[config.mk]
export PLATFORM = sky130hd
export DESIGN_NAME = branch_reg_bus_arbiter
export DESIGN_NICKNAME = d
export VERILOG_FILES = /design/src/rtl/branch_reg_arb_pkg.sv /design/src/rtl/rr_priority_picker.sv /design/src/rtl/branch_reg_bus_arbiter.sv
export SDC_FILE = /design/constraint.sdc
export NUM_CORES = 1
export LEC_CHECK = 0
export ABC_CLOCK_PERIOD_IN_PS = 7700
export CAP_MARGIN = 15
export CELL_PAD_IN_SITES_DETAIL_PLACEMENT = 1
export CELL_PAD_IN_SITES_GLOBAL_PLACEMENT = 2
export CORE_MARGIN = 10
export CORE_UTILIZATION = 33
export DETAILED_ROUTE_END_ITERATION = 6
export GPL_ROUTABILITY_DRIVEN = 0
export GPL_TIMING_DRIVEN = 0
export PLACE_DENSITY = 0.85
export SYNTH_ARGS = -nofsm -noshare
export SYNTH_HDL_FRONTEND = slang
export SYNTH_SLANG_ARGS = --single-unit
[constraint.sdc]
create_clock -name Clock -period 7.7 [get_ports Clock]
set_input_delay 1.925 -clock Clock [delete_from_list [all_inputs] [get_ports Clock]]
set_output_delay 1.925 -clock Clock [all_outputs]
set_load 0.005 [all_outputs]
[src/rtl/branch_reg_arb_pkg.sv]
// Shared types and constants for the branch destination register bus arbiter.
package branch_reg_arb_pkg;

    localparam int unsigned STATE_W = 2;
    localparam logic        CS_OFF  = 1'b1;

    typedef enum logic [STATE_W-1:0] {
        IDLE   = 2'd0,
        ACCESS = 2'd1,
        TURN   = 2'd2
    } state_t;

endpackage

[src/rtl/rr_priority_picker.sv]
// Cyclic priority picker: first asserted request at or after base wins.
module rr_priority_picker #(
    parameter int unsigned N     = 4,
    parameter int unsigned PTR_W = 2
) (
    input  logic [N-1:0]     req,
    input  logic [PTR_W-1:0] base,
    output logic [N-1:0]     onehot,
    output logic [PTR_W-1:0] idx,
    output logic             valid
);

    always_comb begin
        logic [PTR_W-1:0] cand;
        onehot = '0;
        idx    = '0;
        valid  = 1'b0;
        cand   = '0;
        for (int unsigned k = 0; k < N; k++) begin
            cand = PTR_W'((32'(base) + k) % N);
            if (!valid && req[cand]) begin
                valid        = 1'b1;
                onehot[cand] = 1'b1;
                idx          = cand;
            end
        end
    end

endmodule

[src/rtl/branch_reg_bus_arbiter.sv]
// Arbiter for a bank of branch destination registers on one tri-state Q bus.
// Define ARB_FIXED_PRIORITY_EN for fixed priority (index 0 highest) instead of round-robin.
module branch_reg_bus_arbiter
    import branch_reg_arb_pkg::*;
#(
    parameter int unsigned NR_REQ  = 4,
    parameter int unsigned NR_REGS = 4,
    parameter int unsigned ADDR_W  = 2
) (
    input  logic                     Clock,
    input  logic                     Reset,
    input  logic                     Tick,
    input  logic [NR_REQ-1:0]        req,
    input  logic [NR_REQ-1:0]        req_we,
    input  logic [NR_REQ*ADDR_W-1:0] req_addr,
    output logic [NR_REQ-1:0]        gnt,
    output logic [NR_REGS-1:0]       reg_ce,
    output logic [NR_REGS-1:0]       reg_cs,
    output logic                     addr_err,
    output logic                     busy
);

    localparam int unsigned IDX_W = (NR_REQ > 1) ? $clog2(NR_REQ) : 1;

    state_t              state_q, state_d;
    logic [IDX_W-1:0]    idx_q, idx_d;
    logic                we_q, we_d;
    logic [ADDR_W-1:0]   addr_q, addr_d;
    logic [IDX_W-1:0]    rr_ptr_q, rr_ptr_d;
    logic [NR_REQ-1:0]   gnt_q, gnt_d;
    logic [NR_REGS-1:0]  ce_q, ce_d;
    logic [NR_REGS-1:0]  cs_q, cs_d;
    logic                err_q, err_d;
    logic                busy_q, busy_d;

    logic [IDX_W-1:0]    pick_base;
    logic [NR_REQ-1:0]   pick_onehot;
    logic [IDX_W-1:0]    pick_idx;
    logic                pick_valid;
    logic                win_we;
    logic [ADDR_W-1:0]   win_addr;

`ifdef ARB_FIXED_PRIORITY_EN
    assign pick_base = '0;
`else
    assign pick_base = rr_ptr_q;
`endif

    rr_priority_picker #(
        .N     (NR_REQ),
        .PTR_W (IDX_W)
    ) u_picker (
        .req    (req),
        .base   (pick_base),
        .onehot (pick_onehot),
        .idx    (pick_idx),
        .valid  (pick_valid)
    );

    // Select the winner's access attributes
    always_comb begin
        win_we   = 1'b0;
        win_addr = '0;
        for (int unsigned i = 0; i < NR_REQ; i++) begin
            if (pick_onehot[i]) begin
                win_we   = req_we[i];
                win_addr = req_addr[i*ADDR_W +: ADDR_W];
            end
        end
    end

    // Next state, latched access, and registered-output decode from next state
    always_comb begin
        state_d  = state_q;
        idx_d    = idx_q;
        we_d     = we_q;
        addr_d   = addr_q;
        rr_ptr_d = rr_ptr_q;
        gnt_d    = '0;
        ce_d     = '0;
        cs_d     = {NR_REGS{CS_OFF}};
        err_d    = 1'b0;

        case (state_q)
            IDLE: begin
                if (pick_valid) begin
                    state_d = ACCESS;
                    idx_d   = pick_idx;
                    we_d    = win_we;
                    addr_d  = win_addr;
`ifndef ARB_FIXED_PRIORITY_EN
                    if (32'(pick_idx) == NR_REQ - 1)
                        rr_ptr_d = '0;
                    else
                        rr_ptr_d = pick_idx + IDX_W'(1);
`endif
                end
            end
            ACCESS:  state_d = TURN;
            TURN:    state_d = IDLE;
            default: state_d = IDLE;
        endcase

        if (state_d == ACCESS) begin
            for (int unsigned i = 0; i < NR_REQ; i++)
                gnt_d[i] = (idx_d == IDX_W'(i));
            if (32'(addr_d) >= NR_REGS) begin
                err_d = 1'b1;
            end else begin
                for (int unsigned r = 0; r < NR_REGS; r++) begin
                    if (addr_d == ADDR_W'(r)) begin
                        if (we_d)
                            ce_d[r] = 1'b1;
                        else
                            cs_d[r] = ~CS_OFF;
                    end
                end
            end
        end

        busy_d = (state_d != IDLE);
    end

    always_ff @(posedge Clock or posedge Reset) begin
        if (Reset) begin
            state_q  <= IDLE;
            idx_q    <= '0;
            we_q     <= 1'b0;
            addr_q   <= '0;
            rr_ptr_q <= '0;
            gnt_q    <= '0;
            ce_q     <= '0;
            cs_q     <= {NR_REGS{CS_OFF}};
            err_q    <= 1'b0;
            busy_q   <= 1'b0;
        end else if (Tick) begin
            state_q  <= state_d;
            idx_q    <= idx_d;
            we_q     <= we_d;
            addr_q   <= addr_d;
            rr_ptr_q <= rr_ptr_d;
            gnt_q    <= gnt_d;
            ce_q     <= ce_d;
            cs_q     <= cs_d;
            err_q    <= err_d;
            busy_q   <= busy_d;
        end
    end

    assign gnt      = gnt_q;
    assign reg_ce   = ce_q;
    assign reg_cs   = cs_q;
    assign addr_err = err_q;
    assign busy     = busy_q;

endmodule
---- Yosys cells after proc, flatten, opt, wreduce, memory -nomap -nowiden ----
Cells that the tools add are included.
word-level totals
  register bits after elaboration ......... 22
  input bits .............................. 19
  output and inout bits ................... 14
  logic and storage cells ................. 105
cells by class
  $add $sub $neg .......................... 4
  $lt $le $gt $ge ......................... 8
  equal/unequal tests ..................... 9
  mux-type cells .......................... 57
  bitwise logic cells ..................... 3
  reductions and logical operators ........ 15
operator list
  cell                                                                number
  2-to-1 mux 2 bit                                                    14
  2-to-1 mux 4 bit                                                    7
  2-to-1 mux 1 bit                                                    27
  less-than comparator 2 x 3 -> 1 bit (second input constant)         4
  bitwise OR 4 bit                                                    3
  equality test 2 bit (second input constant)                         5
  binary-select mux 1 bit (select 2 bit)                              4
  demux 1 bit (select 2 bit)                                          4
  equality test 2 x 1 -> 1 bit (second input constant)                4
  greater-or-equal comparator 2 x 1 -> 1 bit (second input constant)  4
  logical AND 1 bit                                                   7
  zero test 2 bit                                                     3
  adder 2 x 1 -> 2 bit (second input constant)                        2
  adder 2 bit (second input constant)                                 2
  case mux 2 bit (2 select lines)                                     1
  zero test 1 bit                                                     3
  AND reduction 3 bit                                                 1
  nonzero test 2 bit                                                  1

---- Longest topological paths before layout ----
  depth after elaboration ................. 21
  mapped depth ............................ 12
  gate-level depth less buffers ........... 10

---- Cells and area by module ----
From an unflattened synthesis, not the netlist that was laid out.
second synthesis, totals
  cells, all modules ...................... 142
  area total of the unflattened synthesis .. 1360.1 sq um
modules (own cells, without submodules)
  module                  instances  cells an instance  area each (sq um)  seq. area each (sq um)
  branch_reg_bus_arbiter  1          97                 938.4              480.5
  rr_priority_picker      1          45                 421.7              0.0

---- Worst setup path before layout ----
OpenSTA, ideal clock, no wires.
  path type ............................... input -> register
  from .................................... input req[3]
  to ...................................... register cs_q[0] (netlist: reg_cs[0])
  setup time .............................. 0.083 ns
  arrival ................................. 4.076 ns
  data required time ...................... 7.617 ns
  slack ................................... 3.540 ns
  stages .................................. 9
  buffers on the path ..................... 2
  path through ............................ buf_4 > mux4_2 > buf_6 > a2111o_1 > a22oi_4 > o21ai_0 > a2bb2oi_2 > o21ai_1 > a41oi_1
between the ends
  word-level cells in the longest chain between the ends .. 21
  elaborated cells between the ends (all ways) .. 44
  those cells by class .................... eq/ne (1); mux (33); bitwise (3); reduce/logical (7)
RTL lines
  item                                                                line                                                          source
  from (decl)                                                         branch_reg_bus_arbiter.sv:13                                  input logic [NR_REQ-1:0] req,
  binary-select mux 1 bit (select 2 bit)                              rr_priority_picker.sv:21                                      if (!valid && req[cand]) begin
  2-to-1 mux 1 bit (implied by the code)                              rr_priority_picker.sv:21
  2-to-1 mux 1 bit                                                    rr_priority_picker.sv:21
  zero test 1 bit                                                     rr_priority_picker.sv:21
  logical AND 1 bit                                                   rr_priority_picker.sv:21
  2-to-1 mux 1 bit                                                    rr_priority_picker.sv:21
  zero test 1 bit                                                     rr_priority_picker.sv:21
  logical AND 1 bit                                                   rr_priority_picker.sv:21
  (+2 left out)                                                       n/a
  logical AND 1 bit                                                   rr_priority_picker.sv:21
  2-to-1 mux 4 bit                                                    rr_priority_picker.sv:21
  2-to-1 mux 1 bit or 2-to-1 mux 2 bit (tied branches) (4 in series)  branch_reg_bus_arbiter.sv:65                                  if (pick_onehot[i]) begin
  2-to-1 mux 1 bit or 2-to-1 mux 2 bit (tied branches)                branch_reg_bus_arbiter.sv:86                                  if (pick_valid) begin
  2-to-1 mux 1 bit or 2-to-1 mux 2 bit (tied branches)                branch_reg_bus_arbiter.sv:84                                  case (state_q)
  2-to-1 mux 1 bit or zero test 2 bit (tied branches)                 branch_reg_bus_arbiter.sv:112, branch_reg_bus_arbiter.sv:111
  2-to-1 mux 1 bit                                                    branch_reg_bus_arbiter.sv:111                                 if (addr_d == ADDR_W'(r)) begin
  2-to-1 mux 4 bit *                                                  branch_reg_bus_arbiter.sv:104                                 if (state_d == ACCESS) begin
  to (signal assigned)                                                branch_reg_bus_arbiter.sv:133                                 cs_q <= {NR_REGS{CS_OFF}};
  to (signal assigned)                                                branch_reg_bus_arbiter.sv:144                                 cs_q <= cs_d;
  to (decl)                                                           branch_reg_bus_arbiter.sv:32                                  logic [NR_REGS-1:0] cs_q, cs_d;
Every way passes the cells marked *; elsewhere a longest branch is shown, timed or not. The select of a mux whose other input is x is not followed.
A chain may end at the register's enable or synchronous reset.

---- Worst setup path after layout ----
  from .................................... input req[2]
  to ...................................... register cs_q[3] (netlist: reg_cs[3])
between the ends
  word-level cells in the longest chain between the ends .. 21
  elaborated cells between the ends (all ways) .. 44
  those cells by class .................... eq/ne (2); mux (33); bitwise (3); reduce/logical (6)
RTL lines
  item                                                                line
  binary-select mux 1 bit (select 2 bit)                              rr_priority_picker.sv:21
  2-to-1 mux 1 bit (implied by the code)                              rr_priority_picker.sv:21
  2-to-1 mux 1 bit                                                    rr_priority_picker.sv:21
  zero test 1 bit                                                     rr_priority_picker.sv:21
  logical AND 1 bit                                                   rr_priority_picker.sv:21
  2-to-1 mux 1 bit                                                    rr_priority_picker.sv:21
  zero test 1 bit                                                     rr_priority_picker.sv:21
  logical AND 1 bit                                                   rr_priority_picker.sv:21
  (+2 left out)                                                       n/a
  logical AND 1 bit                                                   rr_priority_picker.sv:21
  2-to-1 mux 4 bit                                                    rr_priority_picker.sv:21
  2-to-1 mux 2 bit or 2-to-1 mux 1 bit (tied branches) (4 in series)  branch_reg_bus_arbiter.sv:65
  2-to-1 mux 2 bit or 2-to-1 mux 1 bit (tied branches)                branch_reg_bus_arbiter.sv:86
  2-to-1 mux 2 bit or 2-to-1 mux 1 bit (tied branches)                branch_reg_bus_arbiter.sv:84
  equality test 2 bit or 2-to-1 mux 1 bit (tied branches)             branch_reg_bus_arbiter.sv:111, branch_reg_bus_arbiter.sv:112
  2-to-1 mux 1 bit                                                    branch_reg_bus_arbiter.sv:111
  2-to-1 mux 4 bit *                                                  branch_reg_bus_arbiter.sv:104
Marked as above.

==> reports/results.txt <==
Initial Utilization: 33.9%
Reg clk slew, reported paths: 0.06 ns
Core Area: 4690 um2
Vias in the first global route: 1,563
Fin worst setup slack: 2.84 ns
Clk_lat worst skew: 0.25 ns
Vias per cell: 5.59
Total gr overflow: 0
Critical-path maximum fanout: 10
Drt drc: 0
Finished Layout Cells: 268
Core Util, Final: 42.7%
Cell Chain, Critical Path: clkdlybuf4s50_1, buf_2, mux4_2, buf_6, nor4_1, nor3_1, o211ai_1, a211o_1, a2bb2oi_2, o21a_1, a41oi_1
Chip height: 89.4 um
Routed wire per std cell: 17.3 um
GRT Overall Usage: 12.2%
Setup_tns: 0 ns
Pre-CTS setup slack: 2.67 ns
FP Rows: 25
Yosys reg bits: 18
Finished Cell Area: 2000 um2
DRT antenna net count: 0
Area growth, synth to finish: 26.0%
Post-Syn Instances: 180
Status: finished clean
Fraction of layout cells with a size suffix above 1: 13.6%
Final min period: 4.86 ns
Sequential share of the synthesized area: 28.7%
CTS Hold Bufs: 0
RSZ-0062 raised after global routing: false
Slowest CP cell: nor3_1
Syn Nets: 206
Max incr delay on CP: 0.76 ns
First DRT Iteration DRCs: 55
Async set-or-reset flop fraction in the synthesized netlist: 100%
Max Clk Rate: 206 MHz
Period utilization: 63.1%
Inst Count DP: 264
First-pass GRT wire length: 7.94 mm
Post-DP Area: 1960 um2
Post-CTS Resized: 0
Clk Tree Root Cell: clkbuf_8
DR pass1 iterations: 4
Width of the chip: 89.4 um
Post-detail-place hpwl: 3.67 mm
Largest net degree at the start of global routing: 19
Warnings, synthesis: 0
Port Buffers: 30
Leakage: 0.842 nW
Data arrival time of the critical path: 5.02 ns
Number of H-tree levels: 1
Setup CP Type: in -> reg
Final setup viols: 0
Mapped cell area: 1590 um2
Clock Sink Count: 18
Max clock buf depth: 2
Max-slew headroom: 33.4%
P per Cell Area: 449 nW/um2
I/O pin count: 33
Most used DFF post-synth: dfrtp_1
Nets@finish: 241
Synth area leaders: dfrtp_1, dfstp_2, ha_1
CTS Buf Count: 3
Number of max-cap violations: 0
Crit start category: input pin
Post-synth top area cell: dfrtp_1
Post-CTS Setup Inserts: 0
Final Hold Viols: 0
Final wirelength: 4.64 mm
Worst Tran Pin Value: 0.991 ns
Max IR drop VDD: 146 uV
Final Slew Violations: 0
# diodes: 0
Worst min path class: reg -> reg
CTS tree: done
Die Area: 7990 um2
Setup crit end kind: flop
Routed vias: 1,498
Number of synthesized flops with an enable pin: 0
Worst Path Required: 7.86 ns
Post-route clock skew: 0.00257 ns
Post-synth top area share: 22.0%
Netlist cell types: 51
Synth Area per Inst: 8.83 um2
Initial antenna violation count: 0
## per-stage QoR
step / hold WS [ns] / total power [mW]
floorplan: 0.469 / 0.643
global placement: 0.489 / 0.806
global route: 0.525 / 0.997
CTS: 0.506 / 0.905
finish: 0.504 / 0.898
detailed placement: 0.494 / 0.833
## worst paths after layout
path / from / to / slack, ns / depth (start not counted)
max reg2reg: flop / reg_cs[3] / 3.99 / 12
min: reg_cs[1] / reg_cs[1] / 0.50 / 2
min reg2reg: reg_cs[1] / reg_cs[1] / 0.50 / 2
max: req[2] / reg_cs[3] / 2.84 / 11
min in group asynchronous: Reset / gnt[1] / 2.08 / 2
max in group asynchronous: Reset / addr_q[0] / 5.19 / 2
## sequential cells by signal, indices dropped and copies added (netlist names), named ones only
| signal | count |
|---|---|
| pick_base | 1 |
| reg_ce | 4 |
| busy | 1 |
| state_q | 2 |
| addr_q | 1 |
| gnt | 4 |
| reg_cs | 4 |
## cells in the final DEF, fill, tap and decap left out, drive strengths merged, types with 3 or more instances in the layout
| cell | synthesis | routed |
|---|---|---|
| mux4 | 4 | 4 |
| and3 | 4 | 4 |
| clkdlybuf4s50 | 0 | 30 |
| o21ai | 10 | 10 |
| o22ai | 12 | 12 |
| inv | 15 | 15 |
| o211ai | 3 | 3 |
| mux2 | 3 | 3 |
| ha | 7 | 7 |
| clkbuf | 5 | 9 |
| and2 | 4 | 4 |
| dfrtp | 14 | 14 |
| nand2b | 5 | 5 |
| dfstp | 4 | 4 |
| mux2i | 4 | 4 |
| buf | 7 | 7 |
| a21oi | 7 | 7 |
| nor2 | 11 | 11 |
| a41oi | 4 | 4 |
| nand3 | 4 | 4 |
| nand2 | 20 | 20 |
## critical path, delay by kind of cell
kind | cells | cell delay, ns
compound gates | 5 | 1.08
buf+inv | 3 | 0.83
mux | 1 | 0.36
simple gates | 2 | 0.82
## area by class of cell
type	instances	area, um2
clock buffer	4	45.0
buffer	12	71.3
tap	54	67.6
timing repair buffer	30	300
sequential	18	455
fill	560	2690
inverter	15	56.3
multi-input combinational	135	1010
## cells in the mapped netlist (all sizes together), types with 5 or more instances
cell type,count
clkbuf,5
dfrtp,14
nor2,11
buf,7
inv,15
nand2,20
o22ai,12
a21oi,7
nand2b,5
o21ai,10
ha,7
## routing by layer
metal	wire length, um	part of all wire (%)	track usage, %
met3	275	5.9	2.92
met2	2360	51	21.5
met1	1960	42	14.6
met5	0	0	0
met4	44	0.95	2.75
## power breakdown
| group | leakage, nW | switching, mW | internal (mW) |
|---|---|---|---|
| combinational | 0.596 | 0.377 | 0.290 |
| clock | 0.0228 | 0.0296 | 0.0366 |
| sequential | 0.224 | 0.0266 | 0.138 |
| total | 0.842 | 0.434 | 0.465 |
## cell families (layout without fill, tap and decap cells)
kind of cell | count (synthesis) | after routing | share of synthesized area, %
flip-flops | 18 | 18 | 28.7
AND/OR/NAND/NOR | 56 | 56 | 18.0
XOR/XNOR | 1 | 1 | 0.551
AO/OA/AOI/OAI | 59 | 59 | 28.5
multiplexers | 11 | 11 | 10.6
other | 1 | 1 | 0.236
adder cells (fa/ha/maj) | 7 | 7 | 5.51
buffers and inverters | 27 | 61 | 8.03
Power figures use the tool's default switching activity.
